==> src/rtl/sample_packer_pkg.sv <==
// Constants shared by the sample packer and the SPI master FIFO side.
// State encoding, FIFO geometry and the drop counter width.
package sample_packer_pkg;

  localparam int FIFO_DEPTH = 1024;
  localparam int CNT_W      = 11;
  localparam int BLOCKSIZE  = 256;
  localparam int DROP_W     = 16;

  localparam logic [1:0] IDLE  = 2'd0;
  localparam logic [1:0] RUN   = 2'd1;
  localparam logic [1:0] FLUSH = 2'd2;

  typedef logic [DROP_W-1:0] drop_t;

  function automatic drop_t sat_inc(input drop_t v);
    return (&v) ? v : v + 1'b1;
  endfunction

endpackage

==> src/rtl/sample_packer_if.sv <==
// Sample input strobe plus the FIFO write port.
// master = packer side, slave = ADC/FIFO side.
interface sample_packer_if #(
  parameter int SAMPLE_W = 12,
  parameter int CNT_W    = sample_packer_pkg::CNT_W
);

  logic                sample_valid;
  logic [SAMPLE_W-1:0] sample;
  logic [CNT_W-1:0]    wrcnt;
  logic                fifoWr;
  logic [7:0]          wdata;

  modport master (
    input  sample_valid,
    input  sample,
    input  wrcnt,
    output fifoWr,
    output wdata
  );

  modport slave (
    output sample_valid,
    output sample,
    output wrcnt,
    input  fifoWr,
    input  wdata
  );

endinterface

==> src/rtl/sample_packer_bit_accumulator.sv <==
// LSB-first bit accumulator: bit 0 is the oldest bit, bits at or
// above fill are kept zero so a pad only has to bump fill to 8.
module sample_packer_bit_accumulator #(
  parameter int SAMPLE_W = 12,
  parameter int AW       = SAMPLE_W + 15,
  parameter int FW       = $clog2(AW + 1)
) (
  input  logic                clk,
  input  logic                arstn,
  input  logic                push,
  input  logic [SAMPLE_W-1:0] push_data,
  input  logic                pop,
  input  logic                pad,
  output logic [7:0]          byte_out,
  output logic [FW-1:0]       fill,
  output logic                room_ok
);

  logic [AW-1:0] acc_q;
  logic [AW-1:0] acc_d;
  logic [FW-1:0] fill_q;
  logic [FW-1:0] fill_d;
  logic [FW:0]   post;
  logic [AW-1:0] keep;

  always_comb begin
    post    = {1'b0, fill_q} - (pop ? (FW+1)'(8) : '0);
    room_ok = (post + (FW+1)'(SAMPLE_W)) <= (FW+1)'(AW);
    keep    = ~({AW{1'b1}} << fill_q);
    acc_d   = acc_q;
    fill_d  = post[FW-1:0];
    if (pop) begin
      acc_d = acc_q >> 8;
    end
    if (pad) begin
      acc_d  = acc_q & keep;
      fill_d = FW'(8);
    end
    // new bits land just above whatever survives this edge's pop
    if (push) begin
      acc_d  = acc_d | (AW'(push_data) << post[FW-1:0]);
      fill_d = FW'(post + (FW+1)'(SAMPLE_W));
    end
  end

  always_ff @(posedge clk or negedge arstn) begin
    if (!arstn) begin
      acc_q  <= '0;
      fill_q <= '0;
    end else begin
      acc_q  <= acc_d;
      fill_q <= fill_d;
    end
  end

  assign byte_out = acc_q[7:0];
  assign fill     = fill_q;

endmodule

==> src/rtl/sample_packer.sv <==
// Packs ADC samples into a gap-free byte stream for the SPI FIFO,
// throttled by the FIFO fill count, with drop accounting and flush.
module sample_packer #(
  parameter int SAMPLE_W   = 12,
  parameter int FIFO_DEPTH = sample_packer_pkg::FIFO_DEPTH,
  parameter int CNT_W      = sample_packer_pkg::CNT_W,
  parameter int AW         = SAMPLE_W + 15
) (
  input  logic                   clk,
  input  logic                   arstn,
  input  logic                   enable,
  sample_packer_if.master        bus,
  output logic                   busy,
  output logic                   overflow,
  output logic [15:0]            drop_cnt
);

  import sample_packer_pkg::*;

  localparam int FW = $clog2(AW + 1);

  logic [1:0]    state_q;
  logic [1:0]    state_d;
  logic          fifo_wr_q;
  logic          fifo_wr_d;
  logic [7:0]    wdata_q;
  logic [7:0]    wdata_d;
  logic          overflow_q;
  logic          overflow_d;
  drop_t         drop_q;
  drop_t         drop_d;

  logic [CNT_W:0] wr_sum;
  logic           fifo_room;
  logic           pop;
  logic           push;
  logic           pad;
  logic           strobe;
  logic           room_ok;
  logic [7:0]     byte_out;
  logic [FW-1:0]  fill;

  sample_packer_bit_accumulator #(
    .SAMPLE_W (SAMPLE_W),
    .AW       (AW),
    .FW       (FW)
  ) u_acc (
    .clk       (clk),
    .arstn     (arstn),
    .push      (push),
    .push_data (bus.sample),
    .pop       (pop),
    .pad       (pad),
    .byte_out  (byte_out),
    .fill      (fill),
    .room_ok   (room_ok)
  );

  // wrcnt lags fifoWr by a cycle, so the in-flight write counts too
  assign wr_sum    = {1'b0, bus.wrcnt} + {{CNT_W{1'b0}}, fifo_wr_q};
  assign fifo_room = wr_sum < (CNT_W+1)'(FIFO_DEPTH);
  assign pop       = (fill >= FW'(8)) && fifo_room;
  assign strobe    = (state_q == RUN) && enable && bus.sample_valid;
  assign push      = strobe && room_ok;
  assign pad       = (state_q == FLUSH) && (fill != '0)
                     && (fill < FW'(8));

  always_comb begin
    state_d    = state_q;
    drop_d     = drop_q;
    overflow_d = overflow_q;
    fifo_wr_d  = pop;
    wdata_d    = pop ? byte_out : wdata_q;
    unique case (state_q)
      IDLE: begin
        if (enable) begin
          state_d    = RUN;
          drop_d     = '0;
          overflow_d = 1'b0;
        end
      end
      RUN: begin
        if (!enable) begin
          state_d = FLUSH;
        end else if (strobe && !room_ok) begin
          drop_d     = sat_inc(drop_q);
          overflow_d = 1'b1;
        end
      end
      FLUSH: begin
        if (fill == '0) begin
          state_d = IDLE;
        end
      end
      default: state_d = IDLE;
    endcase
  end

  always_ff @(posedge clk or negedge arstn) begin
    if (!arstn) begin
      state_q    <= IDLE;
      fifo_wr_q  <= 1'b0;
      wdata_q    <= '0;
      overflow_q <= 1'b0;
      drop_q     <= '0;
    end else begin
      state_q    <= state_d;
      fifo_wr_q  <= fifo_wr_d;
      wdata_q    <= wdata_d;
      overflow_q <= overflow_d;
      drop_q     <= drop_d;
    end
  end

  assign bus.fifoWr = fifo_wr_q;
  assign bus.wdata  = wdata_q;
  assign busy       = (state_q != IDLE);
  assign overflow   = overflow_q;
  assign drop_cnt   = drop_q;

endmodule

==> src/flat_wrapper.sv <==
// flat-port wrapper written by rule: the top's interface ports become plain ports
module sample_packer_flat import sample_packer_pkg::*;
#(
  parameter int SAMPLE_W   = 12,
  parameter int FIFO_DEPTH = sample_packer_pkg::FIFO_DEPTH,
  parameter int CNT_W      = sample_packer_pkg::CNT_W,
  parameter int AW         = SAMPLE_W + 15
)
  (clk, arstn, enable, busy, overflow, drop_cnt, bus_sample_valid, bus_sample, bus_wrcnt, bus_fifoWr, bus_wdata);
  sample_packer_if #(.SAMPLE_W(SAMPLE_W), .CNT_W(CNT_W)) bus_i ();
  input  logic clk;
  input  logic arstn;
  input  logic enable;
  output logic busy;
  output logic overflow;
  output logic [15:0] drop_cnt;
  input wire logic [$bits(bus_i.sample_valid)-1:0] bus_sample_valid;
  input wire logic [$bits(bus_i.sample)-1:0] bus_sample;
  input wire logic [$bits(bus_i.wrcnt)-1:0] bus_wrcnt;
  output wire logic [$bits(bus_i.fifoWr)-1:0] bus_fifoWr;
  output wire logic [$bits(bus_i.wdata)-1:0] bus_wdata;
  assign bus_i.sample_valid = bus_sample_valid;
  assign bus_i.sample = bus_sample;
  assign bus_i.wrcnt = bus_wrcnt;
  assign bus_fifoWr = bus_i.fifoWr;
  assign bus_wdata = bus_i.wdata;
  sample_packer #(.SAMPLE_W(SAMPLE_W), .FIFO_DEPTH(FIFO_DEPTH), .CNT_W(CNT_W), .AW(AW)) u_core (.clk(clk), .arstn(arstn), .enable(enable), .bus(bus_i), .busy(busy), .overflow(overflow), .drop_cnt(drop_cnt));
endmodule
==> config.mk <==
export PLATFORM = sky130hd
export DESIGN_NAME = sample_packer_flat
export DESIGN_NICKNAME = d
export VERILOG_FILES = /design/src/rtl/sample_packer_pkg.sv /design/src/rtl/sample_packer_if.sv /design/src/rtl/sample_packer_bit_accumulator.sv /design/src/rtl/sample_packer.sv /design/src/flat_wrapper.sv
export SDC_FILE = /design/constraint.sdc
export NUM_CORES = 1
export LEC_CHECK = 0
export ABC_AREA = 1
export BUFFER_PORTS_ARGS = -buffer_cell sky130_fd_sc_hd__buf_4
export CAP_MARGIN = 20
export CORE_MARGIN = 10
export CORE_UTILIZATION = 30
export DETAILED_ROUTE_END_ITERATION = 10
export HOLD_SLACK_MARGIN = 0.02
export PLACE_DENSITY_LB_ADDON = 0.12
export SLEW_MARGIN = 25
export SYNTH_ARGS = -nofsm -noshare
export SYNTH_HDL_FRONTEND = slang
export SYNTH_SLANG_ARGS = --single-unit
==> constraint.sdc <==
create_clock -name clk -period 5.34 [get_ports clk]
set_input_delay 0.801 -clock clk [delete_from_list [all_inputs] [get_ports clk]]
set_output_delay 0.801 -clock clk [all_outputs]
set_load 0.02 [all_outputs]
==> results.py, run 1 <==
metrics = {
    "outcome": {
        "status": "finished, final reports clean",
    },
    "cts": {
        "worstSkewPairLatency_ns": 0.33,
        "cts_hold_buf": 0,
        "cts_buffers": 9,
        "cts_setup_buffers": 0,
        "tritoncts": "done",
        "clk_pin_slew_ns": 0.05,
        "cts.path.max_buffers": 2,
        "root_buffer": "clkbuf_16",
        "clkSinkCount": 58,
        "cts_resized": 0,
        "h-tree-depth": 3,
    },
    "sta": {
        "slew_violations": 0,
        "slew_headroom": 0.4818,
        "whs_ns": 0.4741,
        "report.final.hold_viol_count": 0,
        "setup_tns_ns": 0,
        "skew_ns": 0.006201,
        "rsz0062_at_grt": "no",
        "period_share": 0.6725,
        "timing.fmax_ghz": 0.2785,
        "setup_slack_ns": 1.749,
        "worstMarginPinSlew_ns": 0.7773,
        "setup_viol": 0,
        "period_needed_ns": 3.591,
    },
    "worst_setup_path": {
        "worstSetupPathType": "input port to flip-flop",
        "cp_common_cell": "nand3_1",
        "cp-start-kind": "input port",
        "worst-path-max-fanout": 19,
        "crit_chain": "buf_4, nand4_1, nand3b_1, buf_4, nand2_1, clkinv_1, ha_1, ha_1, inv_2, nand2_1, nand3_1, nand3_2, inv_1, nand2_2, inv_2, nand3_1, nand3_1",
        "critPathRequiredTime_ns": 5.55,
        "cpMaxStageDelayCell": "ha_1",
        "max_stage_delay_ns": 0.59,
        "critPathCaptureType": "flip-flop",
        "cp.arrival_ns": 3.80,
    },
    "pwr": {
        "p_per_area_nw_per_um2": 509.0,
        "pwr-share-clk": 0.268,
        "intPower_mw": 1.263,
        "power_mw": 2.170,
        "irDropWorstVdd_mv": 0.2418,
        "p_switching_mw": 0.9076,
        "pwr-share-seq": 0.306,
        "p_sw_frac": 0.4182,
        "power_frac_comb": 0.426,
        "p_leak_nw": 2.149,
    },
    "synthesis": {
        "synth_fp_nets": 517,
        "synth-edff-count": 0,
        "ys_ff_latch": 58,
        "synth_area_sq_um": 3473,
        "avgSynthCellArea_sq_um": 7.147,
        "ys_async_sr_fraction": 1.000,
        "ys_seq_area_frac": 0.4179,
        "synth_cell_types": 32,
        "synthFlopType": "dfrtp_1",
        "yosysWarningCount": 0,
        "synthCells": 486,
    },
    "final_layout": {
        "layout-drive-gt1-share": 0.1601,
        "diodes": 0,
        "design_area_sq_um": 4264,
        "synthToLayoutAreaGrowth_pct": 22.77,
        "final_nets": 563,
    },
    "global_routing": {
        "grt_max_degree": 59,
        "antenna_found_initial": 0,
        "grt-ovfl-total": 0,
        "track_usage": 0.1248,
        "grt_pass1_vias": 3211,
        "grt_pass1_wl_mm": 16.53,
    },
    "placement": {
        "placed_area_sq_um": 3961,
        "place.gp.congestion": 0.8770,
        "io_buffers": 53,
        "dp_slack_ns": 1.405,
        "place_hpwl_mm": 6.849,
    },
    "floorplan": {
        "coreArea_sq_um": 11370,
        "io_pins": 54,
        "die_area_sq_um": 16280,
        "die_h_um": 127.6,
        "initial_core_util": 0.3055,
        "rows": 39,
        "die_w_um": 127.6,
    },
    "drt": {
        "drc_errors": 0,
        "final_antenna_net_count": 0,
        "wl_mm": 9.786,
        "first_pass_iters": 4,
        "vias": 3252,
        "vias_per_cell": 4.782,
        "post_drt_wl_per_cell_um": 14.39,
        "initialDrtViolationCount": 219,
    },
    "min_path": {
        "hold_path_class": "flip-flop to flip-flop",
    },
    "run": {
        "cap_violations": 0,
    },
}
==> cell usage after synthesis, types with 5 or more instances <==
cell type,number,share of area
nand4_1,5,0.0090
nor2_1,37,0.040
buf_2,8,0.012
nand2_2,5,0.0090
a21oi_1,5,0.0072
o21ai_0,30,0.043
inv_1,47,0.051
clkbuf_1,9,0.0097
nand2_1,137,0.15
nand3_1,88,0.13
dfrtp_1,58,0.42
nand3b_1,6,0.013
xor2_1,7,0.018
a22oi_1,7,0.015
==> worst max-delay path, delay by kind of cell <==
family / cells / cell delay [ns]
fa+ha+maj: 2 / 0.88
buf+inv: 6 / 1.01
simple gates: 9 / 1.10
==> path summary, 6_finish.rpt <==
path                                 startpoint                      to  slack (ns)  depth (start not counted)
setup reg to reg           u_core.u_acc.fill[4]   u_core.u_acc.acc_q[1]        1.84                         15
hold / removal              u_core.bus.wdata[1]     u_core.bus.wdata[1]        0.47                          2
hold reg to reg             u_core.bus.wdata[1]     u_core.bus.wdata[1]        0.47                          2
setup / recovery                   bus_wrcnt[2]   u_core.u_acc.acc_q[1]        1.75                         17
max in group asynchronous                 arstn  u_core.u_acc.acc_q[24]        4.29                          1
min in group asynchronous                 arstn     u_core.bus.wdata[5]        0.55                          1
==> metrics by stage <==
step	utilization	std cells
after global placement	0.3484	664
after detailed placement	0.3484	664
after CTS	0.3750	680
final	0.3750	680
after global routing	0.3750	680
after floorplan	-	486
==> cell families after synthesis <==
kind of cell | count (synthesis) | share of synthesized area
flip-flops | 58 | 0.4179
adder cells (fa/ha/maj) | 4 | 0.01441
XOR/XNOR | 10 | 0.02522
AO/OA/AOI/OAI | 47 | 0.07600
buffers and inverters | 75 | 0.09041
AND/OR/NAND/NOR | 292 | 0.3761
==> sequential cells by signal (all words and copies together) (netlist names) <==
signal              cells
u_core.u_acc.acc_q     27
u_core.drop_cnt        16
u_core.bus.wdata        8
u_core.u_acc.fill       3
u_core.state_q          2
u_core.bus.fifoWr       1
u_core.overflow         1
==> power by group through the flow <==
stage / clock (mW) / combinational [mW] / sequential (mW)
after floorplan: 0 / 0.652 / 0.686
after global placement: 0 / 0.940 / 0.670
after detailed placement: 0 / 0.922 / 0.673
after CTS: 0.596 / 0.928 / 0.666
after global routing: 0.619 / 1.06 / 0.686
final: 0.582 / 0.924 / 0.665
==> per-layer routing <==
| layer | GRT usage | up-vias | wire, um |
|---|---|---|---|
| li1 | - | 1670 | - |
| met1 | 0.1638 | 1486 | 4723 |
| met2 | 0.1877 | 84 | 4218 |
| met3 | 0.04797 | 12 | 744 |
| met4 | 0.03311 | 0 | 100 |
| met5 | 0 | - | 0 |
==> placed cells by master, fill, tap and decap left out, drive strengths merged <==
cell type / n
xor2: 7
xnor2: 3
ha: 4
clkinv: 4
a32oi: 1
clkbuf: 15
nor3b: 2
a22oi: 7
and3: 1
and2: 3
inv: 51
a21o: 2
buf: 56
o21bai: 1
nor3: 3
nand2: 144
nand3b: 6
nand4: 5
a21oi: 5
dfrtp: 58
nor2: 39
o21ai: 31
nand3: 89
==> cell type report <==
class,instances,area [sq um]
Clock buffer,15,297.8
Clock inverter,1,5.005
Fill cell,1199,7106
Inverter,54,202.7
Multi-Input combinational cell,353,1708
Sequential cell,58,1451
Tap cell,143,178.9
Timing Repair Buffer,56,420.4
(Power assumes the default switching activity.)
==> run 2, diff against run 1 <==
- clock period: 5.34 -> 3.7 ns (I/O delays scaled with it)
==> results.py, run 2 (synthesis results as in run 1) <==
metrics = {
    "sta": {
        "skew_ns": 0.008189,
        "period_needed_ns": 3.003,
        "setup_viol": 0,
        "report.final.hold_viol_count": 0,
        "rsz0062_at_grt": "no",
        "period_share": 0.8115,
        "timing.fmax_ghz": 0.3330,
        "setup_tns_ns": 0,
        "setup_slack_ns": 0.6974,
        "slew_headroom": 0.4823,
        "slew_violations": 0,
        "worstMarginPinSlew_ns": 0.7765,
    },
    "worst_setup_path": {
        "critPathCaptureType": "flip-flop",
        "crit_chain": "nor2_1, nor2_2, buf_4, nand2_1, clkinv_1, ha_1, ha_1, inv_2, nand2_1, nand3_1, nand3_2, inv_1, nand2_2, inv_2, nand3_1, nand2_1",
        "max_stage_delay_ns": 0.40,
        "cp_common_cell": "nand2_1",
        "cp.arrival_ns": 3.27,
        "worstSetupPathType": "flip-flop to flip-flop",
        "cpMaxStageDelayCell": "dfrtp_1",
        "worst-path-max-fanout": 19,
        "critPathRequiredTime_ns": 3.96,
        "cp-start-kind": "flip-flop",
    },
    "drt": {
        "final_antenna_net_count": 0,
        "drc_errors": 0,
        "vias": 3278,
        "wl_mm": 9.955,
        "first_pass_iters": 7,
        "post_drt_wl_per_cell_um": 14.58,
        "initialDrtViolationCount": 296,
        "vias_per_cell": 4.799,
    },
    "placement": {
        "dp_slack_ns": 0.6855,
        "place_hpwl_mm": 6.898,
        "io_buffers": 53,
        "place.gp.congestion": 0.8210,
    },
    "final_layout": {
        "final_nets": 566,
        "layout_common_cells": "nand2_1, nand3_1, buf_4",
        "layout-drive-gt1-share": 0.1648,
        "multi_input_comb_area_sq_um": 1708,
        "nFillCells": 1225,
        "ff_latch_area_sq_um": 1451,
        "synthToLayoutAreaGrowth_pct": 23.24,
        "largest_reg_flops": 27,
        "diodes": 0,
        "top_register": "u_core.u_acc.acc_q",
        "final_common_cell": "nand2_1",
    },
    "pwr": {
        "p_switching_mw": 1.316,
        "irDropWorstVdd_mv": 0.4162,
        "power_frac_comb": 0.433,
        "pwr-share-clk": 0.264,
        "intPower_mw": 1.834,
        "p_per_area_nw_per_um2": 735.9,
        "pwr-share-seq": 0.303,
        "p_leak_nw": 2.161,
        "p_sw_frac": 0.4179,
    },
    "cts": {
        "h-tree-depth": 3,
        "worstSkewPairLatency_ns": 0.33,
        "cts_resized": 0,
        "cts_setup_buffers": 0,
        "clkSinkCount": 58,
        "cts.path.max_buffers": 2,
        "clk_pin_slew_ns": 0.05,
        "cts_hold_buf": 0,
        "cts_buffers": 9,
        "root_buffer": "clkbuf_16",
        "tritoncts": "done",
    },
    "global_routing": {
        "antenna_found_initial": 0,
        "grt_max_degree": 59,
        "track_usage": 0.1280,
        "grt-ovfl-total": 0,
        "grt_pass1_vias": 3332,
        "grt_pass1_wl_mm": 17.12,
    },
    "floorplan": {
        "coreArea_sq_um": 11370,
        "io_pins": 54,
        "initial_core_util": 0.3055,
        "die_area_sq_um": 16280,
        "die_h_um": 127.6,
        "die_w_um": 127.6,
        "rows": 39,
    },
    "min_path": {
        "hold_path_class": "input port to async pin",
    },
    "outcome": {
        "status": "finished, final reports clean",
    },
    "run": {
        "cap_violations": 0,
    },
}
==> run 2: cell types whose count changed in the layout (fill, tap and decap cells not counted) <==
| cell | change |
|---|---|
| bufinv_16 | +1 |
| clkinv_4 | +1 |
| clkbuf_8 | -4 |
| buf_4 | +3 |
| clkinv_2 | +2 |
==> run 2: final cells by class <==
type,instances,area share
clock inverters,5,0.01257
inverters,54,0.04735
flip-flops and latches,58,0.3391
well taps,143,0.04180
multi-input cells,353,0.3990
repair buffers,59,0.1035
clock buffers,11,0.05671
==> run 2: per-stage QoR <==
step / util / instance area (sq um) / hold WS [ns] / std cells / power, mW
5_1_grt: 0.3765 / 4280 / 0.3667 / 683 / 3.447
3_5_place_dp: 0.3504 / 3984 / 0.4523 / 667 / 2.328
6_report: 0.3765 / 4280 / 0.3094 / 683 / 3.150
3_3_place_gp: 0.3504 / 3984 / 0.4575 / 667 / 2.335
4_1_cts: 0.3765 / 4280 / 0.3448 / 683 / 3.180
2_1_floorplan: - / 3473 / 0.2594 / 486 / 1.931
==> run 2: critical path, delay by kind of cell, from the launching register on <==
| kind | cells | cell delay [ns] |
|---|---|---|
| and+or+nand+nor | 9 | 1.08 |
| buffers and inverters | 5 | 0.89 |
| adders and majority gates | 2 | 0.55 |
| DFF | 1 | 0.40 |
==> run 2: power by group through the flow <==
stage	sequential, mW	clock, mW	combinational, mW
detailed placement	0.963	0	1.36
global route	0.986	0.888	1.57
floorplan	0.990	0	0.941
finish	0.954	0.832	1.36
CTS	0.954	0.855	1.37
global placement	0.958	0	1.38
==> run 2: routing by layer <==
layer,GRT usage,part of all wire
met4,0.03907,0.016
met2,0.1886,0.44
met3,0.03888,0.053
met5,0,0
met1,0.1754,0.49
==> run 2: worst paths after layout <==
check,start,endpoint,slack (ns),cells after the start
hold reg to reg,u_core.u_acc.acc_q[3],u_core.bus.wdata[3],0.47,2
hold / removal,arstn,u_core.bus.wdata[5],0.31,1
min in group clk,enable,u_core.state_q[1],0.44,2
setup reg to reg,u_core.u_acc.fill[4],u_core.u_acc.acc_q[6],0.70,16
max in group asynchronous,arstn,u_core.drop_cnt[4],2.88,1
setup / recovery,u_core.u_acc.fill[4],u_core.u_acc.acc_q[6],0.70,16
